**src/rtl/load_store_unit_pkg.sv**
```systemverilog
// Shared types for the load/store unit: access sizes and FSM states.
package load_store_unit_pkg;

  typedef enum logic [1:0] {
    LSU_BYTE = 2'b00,
    LSU_HALF = 2'b01,
    LSU_WORD = 2'b10
  } lsu_size_e;

  typedef enum logic [1:0] {
    IDLE,
    REQ,
    WAIT,
    RESP
  } lsu_state_e;

endpackage

```
**src/rtl/load_store_unit_if.sv**
```systemverilog
// Data-memory port of the load/store unit: request/grant/rvalid, one access in flight.
interface load_store_unit_if;
  logic        mem_req;
  logic        mem_gnt;
  logic [31:0] mem_addr;
  logic        mem_we;
  logic [3:0]  mem_be;
  logic [31:0] mem_wdata;
  logic        mem_rvalid;
  logic [31:0] mem_rdata;
  logic        mem_err;

  modport master (
    output mem_req, mem_addr, mem_we, mem_be, mem_wdata,
    input  mem_gnt, mem_rvalid, mem_rdata, mem_err
  );

  modport slave (
    input  mem_req, mem_addr, mem_we, mem_be, mem_wdata,
    output mem_gnt, mem_rvalid, mem_rdata, mem_err
  );
endinterface

```
**src/rtl/load_store_unit_align.sv**
```systemverilog
// Combinational lane logic: byte enables, store replication, load extraction, misalignment.
module lsu_align
  import load_store_unit_pkg::*;
(
  input  logic [1:0]  size_i,
  input  logic [1:0]  addr_lo_i,
  input  logic [31:0] wdata_i,
  input  logic [31:0] rdata_i,
  input  logic        unsigned_i,
  output logic [3:0]  be_o,
  output logic [31:0] wdata_o,
  output logic [31:0] rdata_o,
  output logic        misaligned_o
);

  logic [31:0] w_shifted;

  assign w_shifted = rdata_i >> {addr_lo_i, 3'b000};

  always_comb begin
    be_o         = 4'b0000;
    wdata_o      = wdata_i;
    rdata_o      = w_shifted;
    misaligned_o = 1'b0;
    case (size_i)
      LSU_BYTE: begin
        be_o    = 4'b0001 << addr_lo_i;
        wdata_o = {4{wdata_i[7:0]}};
        rdata_o = {{24{w_shifted[7] & ~unsigned_i}}, w_shifted[7:0]};
      end
      LSU_HALF: begin
        be_o         = addr_lo_i[1] ? 4'b1100 : 4'b0011;
        wdata_o      = {2{wdata_i[15:0]}};
        rdata_o      = {{16{w_shifted[15] & ~unsigned_i}}, w_shifted[15:0]};
        misaligned_o = addr_lo_i[0];
      end
      LSU_WORD: begin
        be_o         = 4'b1111;
        misaligned_o = |addr_lo_i;
      end
      default: misaligned_o = 1'b1;
    endcase
  end

endmodule

```
**src/rtl/load_store_unit.sv**
```systemverilog
// Memory stage: issues one data-memory access at a time and returns aligned load data
// or store completion, flagging misalignment, bus errors and timeouts.
module load_store_unit
  import load_store_unit_pkg::*;
#(
  parameter int unsigned BUS_TIMEOUT = 255
) (
  input  logic        clk_i,
  input  logic        rst_ni,
  input  logic        req_valid_i,
  output logic        req_ready_o,
  input  logic        req_we_i,
  input  logic [1:0]  req_size_i,
  input  logic        req_unsigned_i,
  input  logic [31:0] addr_i,
  input  logic [31:0] wdata_i,
  input  logic [4:0]  rd_i,
  load_store_unit_if.master mem,
  output logic        rsp_valid_o,
  output logic [31:0] rsp_rdata_o,
  output logic [4:0]  rsp_rd_o,
  output logic        rsp_misaligned_o,
  output logic        rsp_fault_o
);

  localparam int CNT_W = (BUS_TIMEOUT == 0) ? 1 : $clog2(BUS_TIMEOUT + 1);

  lsu_state_e       r_state;
  logic             r_req_ready;
  logic             r_mem_req;
  logic             r_we;
  logic [1:0]       r_size;
  logic             r_unsigned;
  logic [1:0]       r_addr_lo;
  logic [4:0]       r_rd;
  logic [31:0]      r_mem_addr;
  logic [3:0]       r_mem_be;
  logic [31:0]      r_mem_wdata;
  logic [CNT_W-1:0] r_cnt;
  logic             r_rsp_valid;
  logic [31:0]      r_rsp_rdata;
  logic [4:0]       r_rsp_rd;
  logic             r_rsp_misaligned;
  logic             r_rsp_fault;

  logic             w_idle;
  logic             w_accept;
  logic [1:0]       w_size;
  logic [1:0]       w_addr_lo;
  logic             w_unsigned;
  logic [3:0]       w_be;
  logic [31:0]      w_wdata_rep;
  logic [31:0]      w_rdata_ext;
  logic             w_misaligned;
  logic [CNT_W-1:0] w_cnt_inc;
  logic             w_timeout;

  // One aligner serves both directions: live request fields while idle, captured ones afterwards.
  assign w_idle     = (r_state == IDLE);
  assign w_accept   = req_valid_i & r_req_ready;
  assign w_size     = w_idle ? req_size_i     : r_size;
  assign w_addr_lo  = w_idle ? addr_i[1:0]    : r_addr_lo;
  assign w_unsigned = w_idle ? req_unsigned_i : r_unsigned;
  assign w_cnt_inc  = r_cnt + 1'b1;
  assign w_timeout  = (BUS_TIMEOUT != 0) && (w_cnt_inc == CNT_W'(BUS_TIMEOUT));

  lsu_align u_align (
    .size_i       (w_size),
    .addr_lo_i    (w_addr_lo),
    .wdata_i      (wdata_i),
    .rdata_i      (mem.mem_rdata),
    .unsigned_i   (w_unsigned),
    .be_o         (w_be),
    .wdata_o      (w_wdata_rep),
    .rdata_o      (w_rdata_ext),
    .misaligned_o (w_misaligned)
  );

  always_ff @(posedge clk_i) begin
    if (!rst_ni) begin
      r_state          <= IDLE;
      r_req_ready      <= 1'b1;
      r_mem_req        <= 1'b0;
      r_we             <= 1'b0;
      r_size           <= 2'b00;
      r_unsigned       <= 1'b0;
      r_addr_lo        <= 2'b00;
      r_rd             <= 5'd0;
      r_mem_addr       <= 32'd0;
      r_mem_be         <= 4'd0;
      r_mem_wdata      <= 32'd0;
      r_cnt            <= '0;
      r_rsp_valid      <= 1'b0;
      r_rsp_rdata      <= 32'd0;
      r_rsp_rd         <= 5'd0;
      r_rsp_misaligned <= 1'b0;
      r_rsp_fault      <= 1'b0;
    end else begin
      r_rsp_valid <= 1'b0;
      case (r_state)
        IDLE: begin
          if (w_accept) begin
            r_req_ready <= 1'b0;
            r_we        <= req_we_i;
            r_size      <= req_size_i;
            r_unsigned  <= req_unsigned_i;
            r_addr_lo   <= addr_i[1:0];
            r_rd        <= rd_i;
            r_mem_addr  <= {addr_i[31:2], 2'b00};
            r_mem_be    <= w_be;
            r_mem_wdata <= w_wdata_rep;
            r_cnt       <= '0;
            if (w_misaligned) begin
              r_state          <= RESP;
              r_rsp_valid      <= 1'b1;
              r_rsp_rdata      <= 32'd0;
              r_rsp_rd         <= rd_i;
              r_rsp_misaligned <= 1'b1;
              r_rsp_fault      <= 1'b0;
            end else begin
              r_state   <= REQ;
              r_mem_req <= 1'b1;
            end
          end
        end
        REQ: begin
          r_cnt <= w_cnt_inc;
          if (w_timeout) begin
            r_state          <= RESP;
            r_mem_req        <= 1'b0;
            r_rsp_valid      <= 1'b1;
            r_rsp_rdata      <= 32'd0;
            r_rsp_rd         <= r_rd;
            r_rsp_misaligned <= 1'b0;
            r_rsp_fault      <= 1'b1;
          end else if (mem.mem_gnt) begin
            r_state   <= WAIT;
            r_mem_req <= 1'b0;
          end
        end
        WAIT: begin
          r_cnt <= w_cnt_inc;
          if (w_timeout) begin
            r_state          <= RESP;
            r_rsp_valid      <= 1'b1;
            r_rsp_rdata      <= 32'd0;
            r_rsp_rd         <= r_rd;
            r_rsp_misaligned <= 1'b0;
            r_rsp_fault      <= 1'b1;
          end else if (mem.mem_rvalid) begin
            r_state          <= RESP;
            r_rsp_valid      <= 1'b1;
            r_rsp_rdata      <= (mem.mem_err | r_we) ? 32'd0 : w_rdata_ext;
            r_rsp_rd         <= r_rd;
            r_rsp_misaligned <= 1'b0;
            r_rsp_fault      <= mem.mem_err;
          end
        end
        RESP: begin
          r_state     <= IDLE;
          r_req_ready <= 1'b1;
        end
        default: begin
          r_state     <= IDLE;
          r_req_ready <= 1'b1;
          r_mem_req   <= 1'b0;
        end
      endcase
    end
  end

  assign req_ready_o      = r_req_ready;
  assign mem.mem_req      = r_mem_req;
  assign mem.mem_addr     = r_mem_addr;
  assign mem.mem_we       = r_we;
  assign mem.mem_be       = r_mem_be;
  assign mem.mem_wdata    = r_mem_wdata;
  assign rsp_valid_o      = r_rsp_valid;
  assign rsp_rdata_o      = r_rsp_rdata;
  assign rsp_rd_o         = r_rsp_rd;
  assign rsp_misaligned_o = r_rsp_misaligned;
  assign rsp_fault_o      = r_rsp_fault;

endmodule

```
**src/flat_wrapper.sv**
```systemverilog
// flat-port wrapper written by rule: the top's interface ports become plain ports
module load_store_unit_flat import load_store_unit_pkg::*;
#(
  parameter int unsigned BUS_TIMEOUT = 255
)
  (clk_i, rst_ni, req_valid_i, req_ready_o, req_we_i, req_size_i, req_unsigned_i, addr_i, wdata_i, rd_i, rsp_valid_o, rsp_rdata_o, rsp_rd_o, rsp_misaligned_o, rsp_fault_o, mem_mem_req, mem_mem_addr, mem_mem_we, mem_mem_be, mem_mem_wdata, mem_mem_gnt, mem_mem_rvalid, mem_mem_rdata, mem_mem_err);
  load_store_unit_if mem_i ();
  input  logic clk_i;
  input  logic rst_ni;
  input  logic req_valid_i;
  output logic req_ready_o;
  input  logic req_we_i;
  input  logic [1:0] req_size_i;
  input  logic req_unsigned_i;
  input  logic [31:0] addr_i;
  input  logic [31:0] wdata_i;
  input  logic [4:0] rd_i;
  output logic rsp_valid_o;
  output logic [31:0] rsp_rdata_o;
  output logic [4:0] rsp_rd_o;
  output logic rsp_misaligned_o;
  output logic rsp_fault_o;
  output wire logic [$bits(mem_i.mem_req)-1:0] mem_mem_req;
  output wire logic [$bits(mem_i.mem_addr)-1:0] mem_mem_addr;
  output wire logic [$bits(mem_i.mem_we)-1:0] mem_mem_we;
  output wire logic [$bits(mem_i.mem_be)-1:0] mem_mem_be;
  output wire logic [$bits(mem_i.mem_wdata)-1:0] mem_mem_wdata;
  input wire logic [$bits(mem_i.mem_gnt)-1:0] mem_mem_gnt;
  input wire logic [$bits(mem_i.mem_rvalid)-1:0] mem_mem_rvalid;
  input wire logic [$bits(mem_i.mem_rdata)-1:0] mem_mem_rdata;
  input wire logic [$bits(mem_i.mem_err)-1:0] mem_mem_err;
  assign mem_mem_req = mem_i.mem_req;
  assign mem_mem_addr = mem_i.mem_addr;
  assign mem_mem_we = mem_i.mem_we;
  assign mem_mem_be = mem_i.mem_be;
  assign mem_mem_wdata = mem_i.mem_wdata;
  assign mem_i.mem_gnt = mem_mem_gnt;
  assign mem_i.mem_rvalid = mem_mem_rvalid;
  assign mem_i.mem_rdata = mem_mem_rdata;
  assign mem_i.mem_err = mem_mem_err;
  load_store_unit #(.BUS_TIMEOUT(BUS_TIMEOUT)) u_core (.clk_i(clk_i), .rst_ni(rst_ni), .req_valid_i(req_valid_i), .req_ready_o(req_ready_o), .req_we_i(req_we_i), .req_size_i(req_size_i), .req_unsigned_i(req_unsigned_i), .addr_i(addr_i), .wdata_i(wdata_i), .rd_i(rd_i), .mem(mem_i), .rsp_valid_o(rsp_valid_o), .rsp_rdata_o(rsp_rdata_o), .rsp_rd_o(rsp_rd_o), .rsp_misaligned_o(rsp_misaligned_o), .rsp_fault_o(rsp_fault_o));
endmodule
```
**config.mk**
```make
export PLATFORM = sky130hd
export DESIGN_NAME = load_store_unit_flat
export DESIGN_NICKNAME = d
export VERILOG_FILES = /design/src/rtl/load_store_unit_pkg.sv /design/src/rtl/load_store_unit_if.sv /design/src/rtl/load_store_unit_align.sv /design/src/rtl/load_store_unit.sv /design/src/flat_wrapper.sv
export SDC_FILE = /design/constraint.sdc
export NUM_CORES = 1
export LEC_CHECK = 0
export BUFFER_PORTS_ARGS = -buffer_cell sky130_fd_sc_hd__buf_2
export CAP_MARGIN = 20
export CELL_PAD_IN_SITES_DETAIL_PLACEMENT = 0
export CELL_PAD_IN_SITES_GLOBAL_PLACEMENT = 2
export CORE_MARGIN = 10
export CORE_UTILIZATION = 26
export CTS_CLUSTER_SIZE = 40
export DETAILED_ROUTE_END_ITERATION = 6
export HOLD_SLACK_MARGIN = 0.12
export PLACE_DENSITY_LB_ADDON = 0.1
export SYNTH_ARGS = -nofsm -noshare
export SYNTH_HDL_FRONTEND = slang
export SYNTH_HIERARCHICAL = 1
export SYNTH_SLANG_ARGS = --single-unit
```
**constraint.sdc**
```tcl
create_clock -name clk_i -period 3 [get_ports clk_i]
set_input_delay 0.15 -clock clk_i [delete_from_list [all_inputs] [get_ports clk_i]]
set_output_delay 0.15 -clock clk_i [all_outputs]
set_load 0.02 [all_outputs]
```
Yosys cells after proc, flatten, opt, wreduce, memory -nomap -nowiden
Index checks and enable logic that the tools add are counted.
Storage, ports and cells
  register bits after elaboration: 129
  bits of input ports: 111
  output and inout bits: 111
  logic and storage cells: 106
Operators by class
  add/sub/neg operators: 1
  equal/unequal tests: 12
  shifts and indexed selects: 2
  multiplexer cells: 55
  bitwise logic cells: 5
  reduce and logical (&&, ||, !) cells: 14
Operator list (count)
  $mux W32: 6
  $pmux W32 S2: 2
  $pmux W32 S3: 1
  $shr A32 B5 Y32: 1
  $mux W5: 5
  $mux W1: 21
  $mux W2: 8
  $pmux W8 S2: 1
  $pmux W5 S3: 1
  $pmux W1 S3: 4
  $pmux W4 S3: 1
  $add A8 B1 Y8 const B: 1
  $eq A8 B8 Y1 const B: 1
  $mux W8: 1
  $pmux W2 S4: 1
  $eq A2 B2 Y1 const B: 3
  $ne A2 B2 Y1 const B: 3
  $ne A3 B2 Y1 const B: 2
  $reduce_and A2 Y1: 3
  $reduce_bool A2 Y1: 3
  $reduce_and A5 Y1: 1
  $eq A2 B1 Y1 const B: 2
  $logic_not A2 Y1: 2
  $mux W4: 1
  10 further kinds: 14

Depth between registers and ports, before layout
  depth in word-level cells: 9
  gate-level depth with buffers: 14
  depth with buffers taken out: 9

By module
Netlist, hierarchy kept.
Modules (own cells, without submodules)
  load_store_unit: times used 1, cells each 646, area each 5327.6 um2
  lsu_align: times used 1, cells each 182, area each 1375.1 um2

Worst setup path after synthesis
OpenSTA, ideal clock, no wires.
  kind: flip-flop to flip-flop
  start point: register u_core.r_state[0]
  end point: register u_core.r_rsp_rdata[10] (netlist: u_core/rsp_rdata_o[10])
  arrival time: 3.052 ns
  data required time: 2.884 ns
  path slack: -0.168 ns
  stages on the path, launching flop included: 15
  buffers on the path: 5
  period minus slack after synthesis: 3.168 ns
  cells stage by stage: dfxtp_1 > inv_1 > ha_1 > clkbuf_1 > mux2_2 > buf_2 > buf_2 > o21ai_0 > a21oi_1 > nand2b_1 > and2_1 > clkbuf_1 > clkbuf_1 > a21oi_1 > a31o_1
Between the ends
  elaborated cells between the ends (all ways): 25
  those cells by class: eq/ne (8); shift (1); mux (9); bitwise (2); reduce/logical (5)
RTL lines
  start, declared: line load_store_unit.sv:28  | lsu_state_e r_state;
  start signal, assigned: line load_store_unit.sv:81  | r_state <= IDLE;
  start signal, assigned: line load_store_unit.sv:114  | r_state <= RESP;
  start signal, assigned: line load_store_unit.sv:121  | r_state <= REQ;
  $logic_not A2 Y1 *: line load_store_unit.sv:59  | assign w_idle = (r_state == IDLE);
  $mux W2 *: line load_store_unit.sv:61  | assign w_size = w_idle ? req_size_i : r_size;
  via u_core.w_size[0]: line load_store_unit.sv:48  | logic [1:0] w_size;
  $eq A2 B2 Y1 (tied with other cells): line load_store_unit_align.sv:25  | case (size_i)
  $pmux W1 S3 *: line load_store_unit_align.sv:25
  via u_core.w_misaligned: line load_store_unit.sv:54  | logic w_misaligned;
  $ne A2 B2 Y1 (no line) *
  $reduce_and A5 Y1 (no line) *
  end signal, assigned: line load_store_unit.sv:153  | r_rsp_rdata <= (mem.mem_err | r_we) ? 32'd0 : w_rdata_ext;
  end, declared: line load_store_unit.sv:41  | logic [31:0] r_rsp_rdata;
The timed path passes the listed nets; every way through them passes the cells marked *. The select of a mux whose other input is x is not followed.
A chain may end at the register's enable or synchronous reset.

Worst setup path after layout
  start point: register u_core.r_state[0]
  end point: register u_core.r_rsp_fault (netlist: u_core/rsp_fault_o)
Between the ends
  cells in the longest elaborated chain, start to end: 6
  elaborated cells between the ends (all ways): 17
  those cells by class: eq/ne (8); mux (4); reduce/logical (5)
Ends and longest elaborated chain
  $logic_not A2 Y1 *: line load_store_unit.sv:59
  $mux W2 *: line load_store_unit.sv:61
  via u_core.w_size[1]: line load_store_unit.sv:48
  $eq A2 B2 Y1 (tied with other cells): line load_store_unit_align.sv:25
  $pmux W1 S3 *: line load_store_unit_align.sv:25
  via u_core.w_misaligned: line load_store_unit.sv:54
  $ne A2 B2 Y1 (no line) *
  $reduce_and A5 Y1 (no line) *
  end signal, assigned: line load_store_unit.sv:156  | r_rsp_fault <= mem.mem_err;
  end, declared: line load_store_unit.sv:44  | logic r_rsp_fault;
The timed path passes the listed nets; every way through them passes the cells marked *.

==> key figures <==
Global route
  – Global-route wire length before repair: 41.27 mm
  – Initial antenna violation count: 2
  – Largest net degree at the start of global routing: 77
  – Remaining global-route overflow: 0
  – GRT Total Usage: 0.1565
  – Vias in the first global route: 7010

CTS
  – Skew-Pair Late Insertion Delay: 0.43 ns
  – CTS Buf Count: 17
  – Post-CTS setup buffer count: 0
  – CTS tree: yes
  – H-tree Lvls: 4
  – Clk sinks: 129
  – Clk root buf: clkbuf_16
  – CTS max path bufs: 2
  – Clk slew on worst S/H paths: 0.07 ns

Synth
  – Cell taking the most area after synthesis: dfxtp_1
  – Register bit total from synthesis: 129
  – Top cells by count, synth: 240 x nand2_1, 129 x dfxtp_1, 126 x a21oi_1, 36 x mux2_2, 33 x clkbuf_1
  – Sequential area share after synthesis: 0.3853
  – Number of synthesis warnings: 6
  – Post-synth top flop: dfxtp_1
  – Complex-gate fraction of the synthesized area: 0.2333
  – Post-synthesis xor/xnor area fraction: 0.003733
  – Count leader, synth: nand2_1
  – Synth top area share: 0.3853
  – Synth Area in Adders: 0.01120
  – Post-Synthesis Cells: 828
  – Synth Cell Area: 6703 µm²
  – Asr flop ratio synth: 0
  – Mux share of post-synthesis cell area: 0.1008
  – Largest family of logic cells by synthesized area: compound AO/OA/AOI/OAI gates
  – Synth unique cells: 59
  – Synth area leaders: dfxtp_1 39%, nand2_1 13%, a21oi_1 9.4%
  – Syn Area/Cell: 8.095 µm²
  – Post-synth EDFFs: 0
  – Synth Area in Simple Gates: 0.1943

Place
  – Dpl hpwl: 18.41 mm
  – Pre-CTS setup slack: 0.2109 ns
  – PortBufs: 219
  – Gpl congestion: 0.7512

STA
  – Final hold viol count: 0
  – Setup TNS: 0 ns
  – Final setup vio count: 0
  – Period utilisation layout: 0.9063
  – Fmax: 367.8 MHz
  – Least-Margin Pin Slew: 0.6694 ns
  – Final setup skew: 0.01461 ns
  – Post-layout min period: 2.719 ns
  – RSZ-0062 raised after global routing: false
  – Max-slew violation count: 0
  – Slew margin rel.: 0.5528
  – Fin worst setup slack: 0.2812 ns

Critical path
  – Crit path kind: flop to flop
  – Worst setup path endpoint: u_core/rsp_fault_o
  – Required time of the critical path: 3.35 ns
  – CP endpoint kind: flop
  – Startpoint types: flop
  – R2r setup slk: 0.28 ns
  – Crit path DAT: 3.07 ns
  – RR Startpoint: u_core/r_state[0]
  – Worst R2R End: u_core/rsp_fault_o
  – Worst-path fanout max: 20
  – Path depth of the worst reg2reg path: 9
  – Crit path from: u_core/r_state[0]

Drt
  – Pre-antenna DRT Iters: 4
  – DR WL/cell: 18.38 µm
  – Initial drt markers: 301
  – Routed vias/inst: 4.641
  – Routed WL: 26.19 mm
  – Routed Antenna Nets: 0
  – DRC errors left: 0
  – Via Count: 6613

Cells and area
  – Final nets: 1199
  – ANT cells: 0
  – Layout overhead on the synthesized area: 39.05%
  – Core Util, Final: 0.3691
  – Share of layout cells above drive strength 1: 0.3205

Die
  – Core box area: 25250 µm²
  – Die Span X: 180.6 µm
  – Die footprint: 32600 µm²
  – Row count: 58
  – Initial Util: 0.2654
  – Die Y: 180.6 µm
  – # IOs: 222

Min path
  – Hold path depth: 4
  – HP Class: primary input to flop
  – Hold path start: mem_mem_rdata[25]

Power and ir drop
  – VDD IR-drop max: 0.4199 mV
  – Leak: 4.012 nW
  – Power per cell area: 821.8 nW/µm²

Run
  – Max cap viols: 0

Outcome
  – Outcome: finished, final reports clean
-- area by class of cell --
type | count | area (µm²)
timing repair buffer | 313 | 2019
inverter | 7 | 27.53
sequential | 129 | 2582
multi-input combinational | 614 | 3679
fill | 2737 | 15930
clock buffer | 17 | 425.4
tap | 330 | 412.9
clock inverter | 15 | 173.9
-- cells by family after synthesis --
logic type	after synthesis
xor gates and xnor gates	2
AOI/OAI and AO/OA	233
DFF	129
muxes	62
and+or+nand+nor	308
buffers and inverters	87
adders and majority gates	6
other	1
-- through the flow --
step / power [mW] / instance area (µm²) / cells / hold WS (ns)
after floorplan: 4.494 / 6713 / 829 / 0.2860
after detailed placement: 5.457 / 7991 / 1320 / 0.3968
after CTS: 7.756 / 9311 / 1424 / 0.1207
after global placement: 5.471 / 7991 / 1320 / 0.3914
after global routing: 8.194 / 9320 / 1425 / 0.1450
final: 7.659 / 9320 / 1425 / 0.1343
-- per-layer routing --
metal / part of all wire / track usage
met5: 0.00050 / 0
met3: 0.070 / 0.05683
met1: 0.44 / 0.1889
met4: 0.0076 / 0.03445
met2: 0.48 / 0.2599
-- how the worst min path moves through the flow --
stage	endpoint	slack (ns)
after detailed placement	u_core/mem.mem_addr[6]	0.40
after CTS	u_core/rsp_rdata_o[27]	0.12
after floorplan	u_core/r_addr_lo[0]	0.29
after global placement	u_core/mem.mem_addr[5]	0.39
after global routing	u_core/rsp_rdata_o[25]	0.14
final	u_core/rsp_rdata_o[25]	0.13
-- state kept, by name, indices dropped and copies added, names as in the netlist --
name,cells
u_core/mem.mem_addr,30
u_core/mem.mem_be,4
u_core/mem.mem_req,1
u_core/mem.mem_wdata,32
u_core/mem.mem_we,1
u_core/r_addr_lo,2
u_core/r_cnt,8
u_core/r_rd,5
u_core/r_size,2
u_core/r_state,2
u_core/r_unsigned,1
u_core/req_ready_o,1
u_core/rsp_fault_o,1
u_core/rsp_misaligned_o,1
u_core/rsp_rd_o,5
u_core/rsp_rdata_o,32
u_core/rsp_valid_o,1
-- where the power goes --
part           switching [mW]  leakage (nW)  internal, mW  total, mW
Clock                   0.912         0.281          1.25       2.16
Sequential              0.149          1.05          1.97       2.12
Combinational            2.16          2.68          1.21       3.37
Total                    3.22          4.01          4.44       7.66
-- worst max-delay path, cell delays in order (launching register included) --
cell and delay (ns):
dfxtp_1 0.42, inv_1 0.10, ha_1 0.30, mux2_2 0.35, o21ai_0 0.11, a21oi_1 0.33, nand2b_1 0.17, and2_1 0.24
and2_4 0.41, mux2i_1 0.22
-- placed cells by master, fill, tap and decap left out, types with 7 or more instances in the layout --
cell,instances
a21oi_1,126
a31o_1,32
nor2b_1,7
dfxtp_1,129
nand2_1,240
nor2_1,24
o211ai_2,9
mux2_2,36
mux2i_1,24
buf_2,219
dlygate4sd3_1,72
o21ai_0,22
o211ai_1,8
buf_4,19
clkbuf_16,17
-- what timing repair did --
item / 4_1_cts / 5_1_grt
endpoints found under the setup margin: 0 / 36
endpoints found under the hold margin: 74 / 0
hold buffers: 72 / 0
resized for setup: 0 / 1
Power figures use the tool's default switching activity.
